==> src/rtl/timer_irq_sched.sv <==
// Timer interrupt priority scheduler: latches timer interrupt edges, arbitrates by
// CSR-programmed priority, hands the winner to the core and tracks nesting on a stack.
package timer_irq_sched_pkg;
  typedef logic [11:0] csr_addr_t;
  typedef logic [31:0] word_t;
  typedef logic [4:0]  zimm_t;

  localparam csr_addr_t TimerSchedAddr = 12'h7C0;

  typedef enum logic [2:0] {
    CSR_NONE = 3'b000,
    CSR_RW   = 3'b001,
    CSR_RS   = 3'b010,
    CSR_RC   = 3'b011,
    CSR_RWI  = 3'b101,
    CSR_RSI  = 3'b110,
    CSR_RCI  = 3'b111
  } csr_op_t;
endpackage

module timer_irq_sched
  import timer_irq_sched_pkg::*;
#(
  parameter int unsigned NumTimers = 4,
  parameter int unsigned PrioWidth = 3,
  parameter int unsigned Depth     = 4,
  parameter csr_addr_t   Addr      = csr_addr_t'(TimerSchedAddr)
) (
  input  logic                         clk,
  input  logic                         reset,
  input  logic                         csr_enable,
  input  csr_addr_t                    csr_addr,
  input  csr_op_t                      csr_op,
  input  zimm_t                        rs1_zimm,
  input  word_t                        rs1_data,
  output word_t                        csr_out,
  input  logic [NumTimers-1:0]         timer_irq,
  output logic [NumTimers-1:0]         timer_clear,
  output logic                         irq_req,
  output logic [$clog2(NumTimers)-1:0] irq_id,
  output logic [PrioWidth-1:0]         irq_prio,
  input  logic                         irq_ack,
  input  logic                         irq_ret,
  output logic [PrioWidth-1:0]         cur_prio
);

  localparam int unsigned IdW  = $clog2(NumTimers);
  localparam int unsigned RegW = NumTimers * PrioWidth;
  localparam int unsigned SpW  = $clog2(Depth + 1);
  localparam int unsigned StkW = $clog2(Depth);
  localparam logic [SpW-1:0] DepthSp = SpW'(Depth);

  typedef enum logic {
    ST_IDLE = 1'b0,
    ST_REQ  = 1'b1
  } state_t;

  state_t               state_q, state_d;
  logic [RegW-1:0]      prio_q, prio_d;
  logic [NumTimers-1:0] irq_prev_q;
  logic [NumTimers-1:0] pending_q, pending_d;
  logic [NumTimers-1:0] timer_clear_q, timer_clear_d;
  logic [IdW-1:0]       irq_id_q, irq_id_d;
  logic [PrioWidth-1:0] irq_prio_q, irq_prio_d;
  logic [PrioWidth-1:0] stack_q [Depth];
  logic [PrioWidth-1:0] stack_d [Depth];
  logic [SpW-1:0]       sp_q, sp_d;

  logic [PrioWidth-1:0] prio_f [NumTimers];
  logic [NumTimers-1:0] eligible;
  logic [NumTimers-1:0] pending_clr;
  logic                 stack_full;
  logic                 push;
  logic                 pop;
  logic                 any_eligible;
  logic [IdW-1:0]       win_id;
  logic [PrioWidth-1:0] win_prio;
  logic [PrioWidth-1:0] top_prio;

  logic [2:0]           op_bits;
  word_t                operand;
  logic [RegW-1:0]      operand_reg;
  logic                 unused_operand_bits;

  // ---------------------------------------------------------------------------
  // Priority CSR
  // ---------------------------------------------------------------------------
  always_comb begin
    op_bits     = csr_op;
    operand     = op_bits[2] ? word_t'(rs1_zimm) : rs1_data;
    operand_reg = RegW'(operand);
    prio_d      = prio_q;
    if (csr_enable && (csr_addr == Addr)) begin
      case (op_bits[1:0])
        2'b01:   prio_d = operand_reg;
        2'b10:   prio_d = prio_q | operand_reg;
        2'b11:   prio_d = prio_q & ~operand_reg;
        default: prio_d = prio_q;
      endcase
    end
  end

  assign unused_operand_bits = ^operand;
  assign csr_out             = word_t'(prio_q);

  // ---------------------------------------------------------------------------
  // Stack view and per-source eligibility
  // ---------------------------------------------------------------------------
  assign top_prio   = stack_q[StkW'(sp_q - SpW'(1))];
  assign cur_prio   = (sp_q == '0) ? '0 : top_prio;
  assign stack_full = (sp_q == DepthSp);

  for (genvar gi = 0; gi < NumTimers; gi++) begin : g_src
    assign prio_f[gi]   = prio_q[gi*PrioWidth +: PrioWidth];
    assign eligible[gi] = pending_q[gi] && (prio_f[gi] != '0) &&
                          (prio_f[gi] > cur_prio) && !stack_full;
  end

  // Strict '>' while scanning upward keeps the lowest index on equal priorities.
  always_comb begin
    any_eligible = 1'b0;
    win_id       = '0;
    win_prio     = '0;
    for (int i = 0; i < NumTimers; i++) begin
      if (eligible[i] && (prio_f[i] > win_prio)) begin
        any_eligible = 1'b1;
        win_id       = IdW'(i);
        win_prio     = prio_f[i];
      end
    end
  end

  // ---------------------------------------------------------------------------
  // Request/acknowledge FSM
  // ---------------------------------------------------------------------------
  always_comb begin
    state_d       = state_q;
    irq_id_d      = irq_id_q;
    irq_prio_d    = irq_prio_q;
    timer_clear_d = '0;
    pending_clr   = '0;
    push          = 1'b0;
    case (state_q)
      ST_IDLE: begin
        if (any_eligible) begin
          state_d    = ST_REQ;
          irq_id_d   = win_id;
          irq_prio_d = win_prio;
        end
      end
      ST_REQ: begin
        if (irq_ack) begin
          state_d       = ST_IDLE;
          push          = 1'b1;
          pending_clr   = NumTimers'(1) << irq_id_q;
          timer_clear_d = NumTimers'(1) << irq_id_q;
        end
      end
      default: state_d = ST_IDLE;
    endcase
  end

  // A fresh edge on the same cycle as the ack keeps the source pending.
  assign pending_d = (pending_q & ~pending_clr) | (timer_irq & ~irq_prev_q);

  // Pop before push so a simultaneous ack/return replaces the top in place.
  always_comb begin
    stack_d = stack_q;
    sp_d    = sp_q;
    pop     = irq_ret && (sp_q != '0);
    if (pop) begin
      sp_d = sp_q - SpW'(1);
    end
    if (push && (sp_d != DepthSp)) begin
      stack_d[StkW'(sp_d)] = irq_prio_q;
      sp_d                 = sp_d + SpW'(1);
    end
  end

  // ---------------------------------------------------------------------------
  // State registers
  // ---------------------------------------------------------------------------
  always_ff @(posedge clk or posedge reset) begin
    if (reset) begin
      state_q       <= ST_IDLE;
      prio_q        <= '0;
      irq_prev_q    <= '0;
      pending_q     <= '0;
      timer_clear_q <= '0;
      irq_id_q      <= '0;
      irq_prio_q    <= '0;
      sp_q          <= '0;
    end else begin
      state_q       <= state_d;
      prio_q        <= prio_d;
      irq_prev_q    <= timer_irq;
      pending_q     <= pending_d;
      timer_clear_q <= timer_clear_d;
      irq_id_q      <= irq_id_d;
      irq_prio_q    <= irq_prio_d;
      sp_q          <= sp_d;
    end
  end

  for (genvar gi = 0; gi < Depth; gi++) begin : g_stack
    always_ff @(posedge clk or posedge reset) begin
      if (reset) begin
        stack_q[gi] <= '0;
      end else begin
        stack_q[gi] <= stack_d[gi];
      end
    end
  end

  assign irq_req     = (state_q == ST_REQ);
  assign irq_id      = irq_id_q;
  assign irq_prio    = irq_prio_q;
  assign timer_clear = timer_clear_q;

endmodule

==> config.mk <==
export PLATFORM = sky130hd
export DESIGN_NAME = timer_irq_sched
export DESIGN_NICKNAME = d
export VERILOG_FILES = /design/src/rtl/timer_irq_sched.sv
export SDC_FILE = /design/constraint.sdc
export NUM_CORES = 1
export LEC_CHECK = 0
export ABC_AREA = 1
export CAP_MARGIN = 25
export CORE_MARGIN = 2
export CORE_UTILIZATION = 35
export CTS_CLUSTER_DIAMETER = 30
export DETAILED_ROUTE_END_ITERATION = 6
export GPL_TIMING_DRIVEN = 0
export PLACE_DENSITY = 0.7
export SLEW_MARGIN = 10
export SYNTH_ARGS = -nofsm -noshare
export SYNTH_HDL_FRONTEND = slang
export SYNTH_SLANG_ARGS = --single-unit
==> constraint.sdc <==
create_clock -name clk -period 9.3 [get_ports clk]
set_input_delay 2.325 -clock clk [delete_from_list [all_inputs] [get_ports clk]]
set_output_delay 2.325 -clock clk [all_outputs]
set_load 0.01 [all_outputs]
# Word level (Yosys, flattened, before mapping)
# Cells that the tools add are included.
# totals
input_bits,61
register_bits,45
# classes
magnitude_cmp,11
mux,29
eq_ne,6
shifts,1
n_reduce_logical,30
bitwise,11
n_addsub,2
# ops
cell,count
$pmux 12 s3,1
$mux 3,10
$gt 3x3->1,7
$logic_and 1x1->1,20
$reduce_bool 3->1,6
$and 12x12->12,1
$bwmux 12,1
$eq 12x11->1 const B,1
$mux 12,1
$not 12->12,1
$or 12x12->12,1
$mux 1,9
$and 4x4->4,2
$mux 4,2
$not 4->4,2
$bmux 3 s2,1
$demux 3 s2,1
$ge 3x3->1 const B,2
$not 2->3,2
$eq 2x2->1 const B,2
$mux 2,2
$or 4x4->4,1
$reduce_and 2->1,2
$shl 1x2->4 const A,1
11 further kinds,11

# Longest topological paths before layout
# logic_depth
ltp_word,22
ltp_mapped,40
ltp_nobuf,39

# Least setup slack after synthesis
# OpenSTA, ideal clock, no wires.
# synth_path
kind,register -> register
startpoint,register sp_q[0]
endpoint,register irq_prio_q[2] (netlist: irq_prio[2])
stages_incl_launch_ff,38
required_time_ps,9184
arrival_time_ps,5335
slack_ps,3849
path_cell_list,dfrtp_1 clkbuf_1 inv_1 ha_1 inv_1 nor2_1 o21ai_0 a21oi_1 inv_1 ha_1 nand3b_1 nand2_1 nand4_1 ha_1 nand2_1 o21ai_1 nand3_2 nand2_1 [2 not listed] ha_1 nand3_1 nand3_1 nor2_1 nand3_1 inv_1 nand2_1 and2_1 ha_1 nand2_1 o21ai_0 nand3_2 nand2_1 nor2_4 nor2_4 inv_2 nand2_1 nand2_1
# synth_between
elab_chain_len,21
word_cells_on_any_way,37
classes_between,add/sub (1); order compare (7); eq/ne (1); mux (12); bitwise (1); reduce/logical (15)
# synth_lines
item,line,source
start: declaration,67,"logic [SpW-1:0] sp_q, sp_d;"
start signal: assignment,201,sp_q <= sp_d;
$sub 3x1->3,n/a,
$not 2->3 (not written as such),109,assign top_prio = stack_q[StkW'(sp_q - SpW'(1))];
$bmux 3 s2,109,
$mux 3 (not written as such) (2 in a row),109,
$mux 3 *,110,assign cur_prio = (sp_q == '0) ? '0 : top_prio;
via cur_prio[2],44,output logic [PrioWidth-1:0] cur_prio
$gt 3x3->1,116,(prio_f[gi] > cur_prio) && !stack_full;
$logic_and 1x1->1,115,assign eligible[gi] = pending_q[gi] && (prio_f[gi] != '0) &&
[5 not listed],n/a,
$mux 3,125,if (eligible[i] && (prio_f[i] > win_prio)) begin
$gt 3x3->1,125,
$logic_and 1x1->1,125,
$mux 3,125,
$gt 3x3->1,125,
$logic_and 1x1->1,125,
$mux 1,125,
$reduce_and 2->1 (no source line),n/a,
end signal: assignment,200,irq_prio_q <= irq_prio_d;
end: declaration,64,"logic [PrioWidth-1:0] irq_prio_q, irq_prio_d;"
# Mark *: on every way through the listed nets, which the timed path passes. The rest lies on a longest branch. The select of a mux whose other input is x is not followed.
# A chain may end at the register's enable or synchronous reset.

# Final worst setup path
# layout_path
startpoint,register sp_q[0]
endpoint,register irq_prio_q[1] (netlist: irq_prio[1])
# layout_between
elab_chain_len,21
word_cells_on_any_way,37
classes_between,add/sub (1); order compare (7); eq/ne (1); mux (12); bitwise (1); reduce/logical (15)
# layout_lines
item,line
$sub 3x1->3,n/a
$not 2->3 (not written as such),109
$bmux 3 s2,109
$mux 3 (not written as such) (2 in a row),109
$mux 3,110
$gt 3x3->1,116
$logic_and 1x1->1,115
$logic_and 1x1->1,116
[4 not listed],n/a
$mux 3,125
$gt 3x3->1,125
$logic_and 1x1->1,125
$mux 3,125
$gt 3x3->1,125
$logic_and 1x1->1,125
$mux 1,125
$reduce_and 2->1 (no source line),n/a
# Several ways; a longest one is shown, not always the timed one. The select of a mux whose other input is x is not followed.

==> impl_metrics.py <==
metrics = {
    "place": {
        "numPortBuffers": 64,
        "gp_congestion": 0.889,
        "placed_cell_area_um2": 3930,
        "dp_hpwl_um": 5820,
    },
    "synth": {
        "yosysWarnings": 0,
        "syn_inst": 393,
        "synth_seq_cells": 45,
        "yosysSeqAreaShare_pct": 36.7,
        "postSynthAreaPerCell_um2": 7.80,
        "yosysUniqueCellTypes": 30,
        "synthesis.area_um2": 3070,
    },
    "global_routing": {
        "grt_pass1_wl_um": 12500,
        "grt_remaining_overflow": 0,
        "grt_max_degree": 35,
        "grt_pass1_vias": 2712,
        "antenna_found_initial": 0,
        "grt_use_total_pct": 15.9,
    },
    "final_layout": {
        "fill_cells": 818,
        "diodes": 0,
        "seq_area_um2": 1130,
        "multi_input_comb_area_um2": 1620,
        "post-route-util_pct": 47.0,
        "finalNetCount": 572,
        "drive_gt1_share_pct": 9.30,
        "syn_to_final_growth_pct": 31.7,
        "final_common_cell": "nand2_1",
        "final_area_um2": 4040,
        "mostFrequentLayoutCells": "nand2_1 (68), clkdlybuf4s50_1 (64), inv_1 (55)",
    },
    "timing": {
        "setup_viol": 0,
        "fin_skew_ps": 7.16,
        "fin_crit_sh_pct": 68.4,
        "relSlewSlack_pct": 61.7,
        "rsz0062_at_grt": "no",
        "slew_viol_final": 0,
        "fin_crit_ps": 6360,
        "fmax_mhz": 157,
        "finalHoldViolCount": 0,
        "finalSetupTns_ps": 0,
        "worstMarginPinSlew_ps": 574,
    },
    "floorplanning": {
        "die_w_um": 97.6,
        "num_rows": 34,
        "ios": 106,
        "start_util_pct": 35.7,
        "die_height_um": 97.6,
        "coreArea_um2": 8590,
        "dieArea_um2": 9520,
    },
    "critical_path": {
        "crit_start": "sp_q[0]$_DFF_PP0_",
        "crit-reg2reg-launch": "sp_q[0]$_DFF_PP0_",
        "cp_max_fo": 9,
        "crit_required_ps": 9500,
        "r2r_slack_ps": 2940,
        "critical_path.startpoint_type": "flop",
        "crit_slowest_cell": "ha_1",
        "crit_end": "irq_prio[1]$_DFFE_PP0P_",
        "reg2regPathDepth": 38,
        "arrival_ps": 6560,
        "end_kind": "flop",
        "max_stage_delay_ps": 410,
        "crit_path_frequent_cell": "nand2_1",
        "r2r-end": "irq_prio[1]$_DFFE_PP0P_",
        "crit_type": "reg2reg",
    },
    "power_and_ir_drop": {
        "clockPowerShare_pct": 8.3,
        "power.switching_uw": 905,
        "p_int_uw": 851,
        "p_per_area_nw_per_um2": 435,
        "peakVddDrop_mv": 0.328,
        "swShare_pct": 51.5,
        "leakage_nw": 2.04,
        "pwr-share-comb_pct": 74.8,
        "pwr-share-seq_pct": 17.0,
    },
    "run_status": {
        "status": "finished, final reports clean",
    },
    "clock_network": {
        "cts_buffers": 5,
        "clock_latency_ps": 300,
        "cts_buffer_depth": 2,
        "cts_htree_levels": 2,
        "cts_tree": "done",
        "clk_pin_slew_ps": 90,
        "postCtsResizedCells": 0,
        "cts_root_buffer": "clkbuf_8",
        "post_cts_buffers": 0,
        "cts_sinks": 45,
        "holdBufCountCts": 0,
    },
    "job": {
        "drv_cap": 0,
    },
    "drt": {
        "wirelength_um": 7200,
        "antenna_left": 0,
        "first_iter_violations": 206,
        "drc_errors": 0,
        "viasPerCell": 4.65,
        "dr.pass1.iters": 4,
        "post_drt_wl_per_cell_um": 12.2,
        "vias": 2752,
    },
    "min_path": {
        "hold_class": "reg2reg",
    },
}
-- kinds of logic after synthesis --
kind of cell,synth area share [%]
xor+xnor,1.14
mux,1.63
fa+ha+maj,11.0
buf+inv,12.8
simple gates,24.4
flops,36.7
compound gates,12.2
other cells,0.122
-- stage by stage --
step           setup WS (ps)  hold WS, ps  power [mW]  std cells
3_3_place_gp            3220          414        1.54        584
4_1_cts                 2970          434        1.76        592
6_report                2940          433        1.76        592
5_1_grt                 2260          448        1.98        592
3_5_place_dp            3030          423        1.60        585
2_1_floorplan           3850          410        1.28        412
-- cell type report --
| type | count | area share, % |
|---|---|---|
| Buffer | 25 | 4.18 |
| Clock buffer | 5 | 1.70 |
| Clock inverter | 2 | 0.868 |
| Inverter | 58 | 5.52 |
| Multi-Input combinational cell | 284 | 40.1 |
| Sequential cell | 45 | 27.9 |
| Tap cell | 108 | 3.35 |
| Timing Repair Buffer | 65 | 16.4 |
-- synthesized netlist by cell type --
cell type | count | area, µm²
dfrtp_1 | 45 | 1130
o21ai_0 | 36 | 180
o22ai_1 | 4 | 25.0
inv_2 | 1 | 3.75
nand3_1 | 29 | 145
buf_1 | 1 | 3.75
o21ai_1 | 16 | 80.1
buf_4 | 20 | 150
nand4_1 | 7 | 43.8
ha_1 | 27 | 338
nor3_1 | 8 | 40.0
nand2_1 | 68 | 255
and2_1 | 5 | 31.3
nand3_2 | 2 | 20.0
inv_1 | 56 | 210
nor2_4 | 3 | 33.8
nor2_2 | 3 | 18.8
xnor2_1 | 1 | 8.76
nor4_1 | 1 | 6.26
nand2_2 | 1 | 6.26
nand2_4 | 5 | 56.3
a21oi_1 | 16 | 80.1
xor2_1 | 3 | 26.3
nand3b_1 | 1 | 7.51
inv_6 | 1 | 8.76
mux2i_1 | 5 | 50.1
o2111ai_1 | 1 | 8.76
nor2_1 | 22 | 82.6
conb_1 | 1 | 3.75
clkbuf_1 | 4 | 15.0
-- power by group through the flow --
| stage | Clock, mW | Sequential, mW | Combinational (mW) |
|---|---|---|---|
| after global routing | 0.158 | 0.305 | 1.52 |
| after detailed placement | 0 | 0.303 | 1.30 |
| after CTS | 0.148 | 0.299 | 1.31 |
| after floorplan | 0 | 0.299 | 0.981 |
| after global placement | 0 | 0.301 | 1.24 |
| final | 0.145 | 0.298 | 1.31 |
-- state kept, by name, indices dropped and copies added (netlist names) --
name,count
pending_q,4
irq_req,1
irq_prev_q,4
irq_prio,3
irq_id,2
timer_clear,4
stack_q,12
prio_q,12
sp_q,3
-- critical path: cells and delay by family, from the launching register on --
kind,cells,cell delay [ps]
simple gates,23,2570
fa+ha+maj,5,1730
buf+inv,7,1020
compound gates,3,620
flops,1,330
-- layer usage --
layer,vias up,routed length [µm],GRT usage [%]
li1,1433,-,-
met5,-,0,0
met3,10,304,3.88
met2,63,3590,26.6
met4,0,88,4.38
met1,1246,3230,20.4
-- worst min-delay path by stage --
stage                                  startpoint                endpoint  slack (ps)  cells past startpoint
after floorplan           irq_prev_q[0]$_DFF_PP0_  pending_q[0]$_DFF_PP0_         410                      1
after global placement    irq_prev_q[2]$_DFF_PP0_  pending_q[2]$_DFF_PP0_         410                      1
after global routing      irq_prev_q[3]$_DFF_PP0_  pending_q[3]$_DFF_PP0_         450                      1
after CTS                 irq_prev_q[3]$_DFF_PP0_  pending_q[3]$_DFF_PP0_         430                      1
final                     irq_prev_q[2]$_DFF_PP0_  pending_q[2]$_DFF_PP0_         430                      1
after detailed placement  irq_prev_q[2]$_DFF_PP0_  pending_q[2]$_DFF_PP0_         420                      1
(Power assumes the default switching activity.)
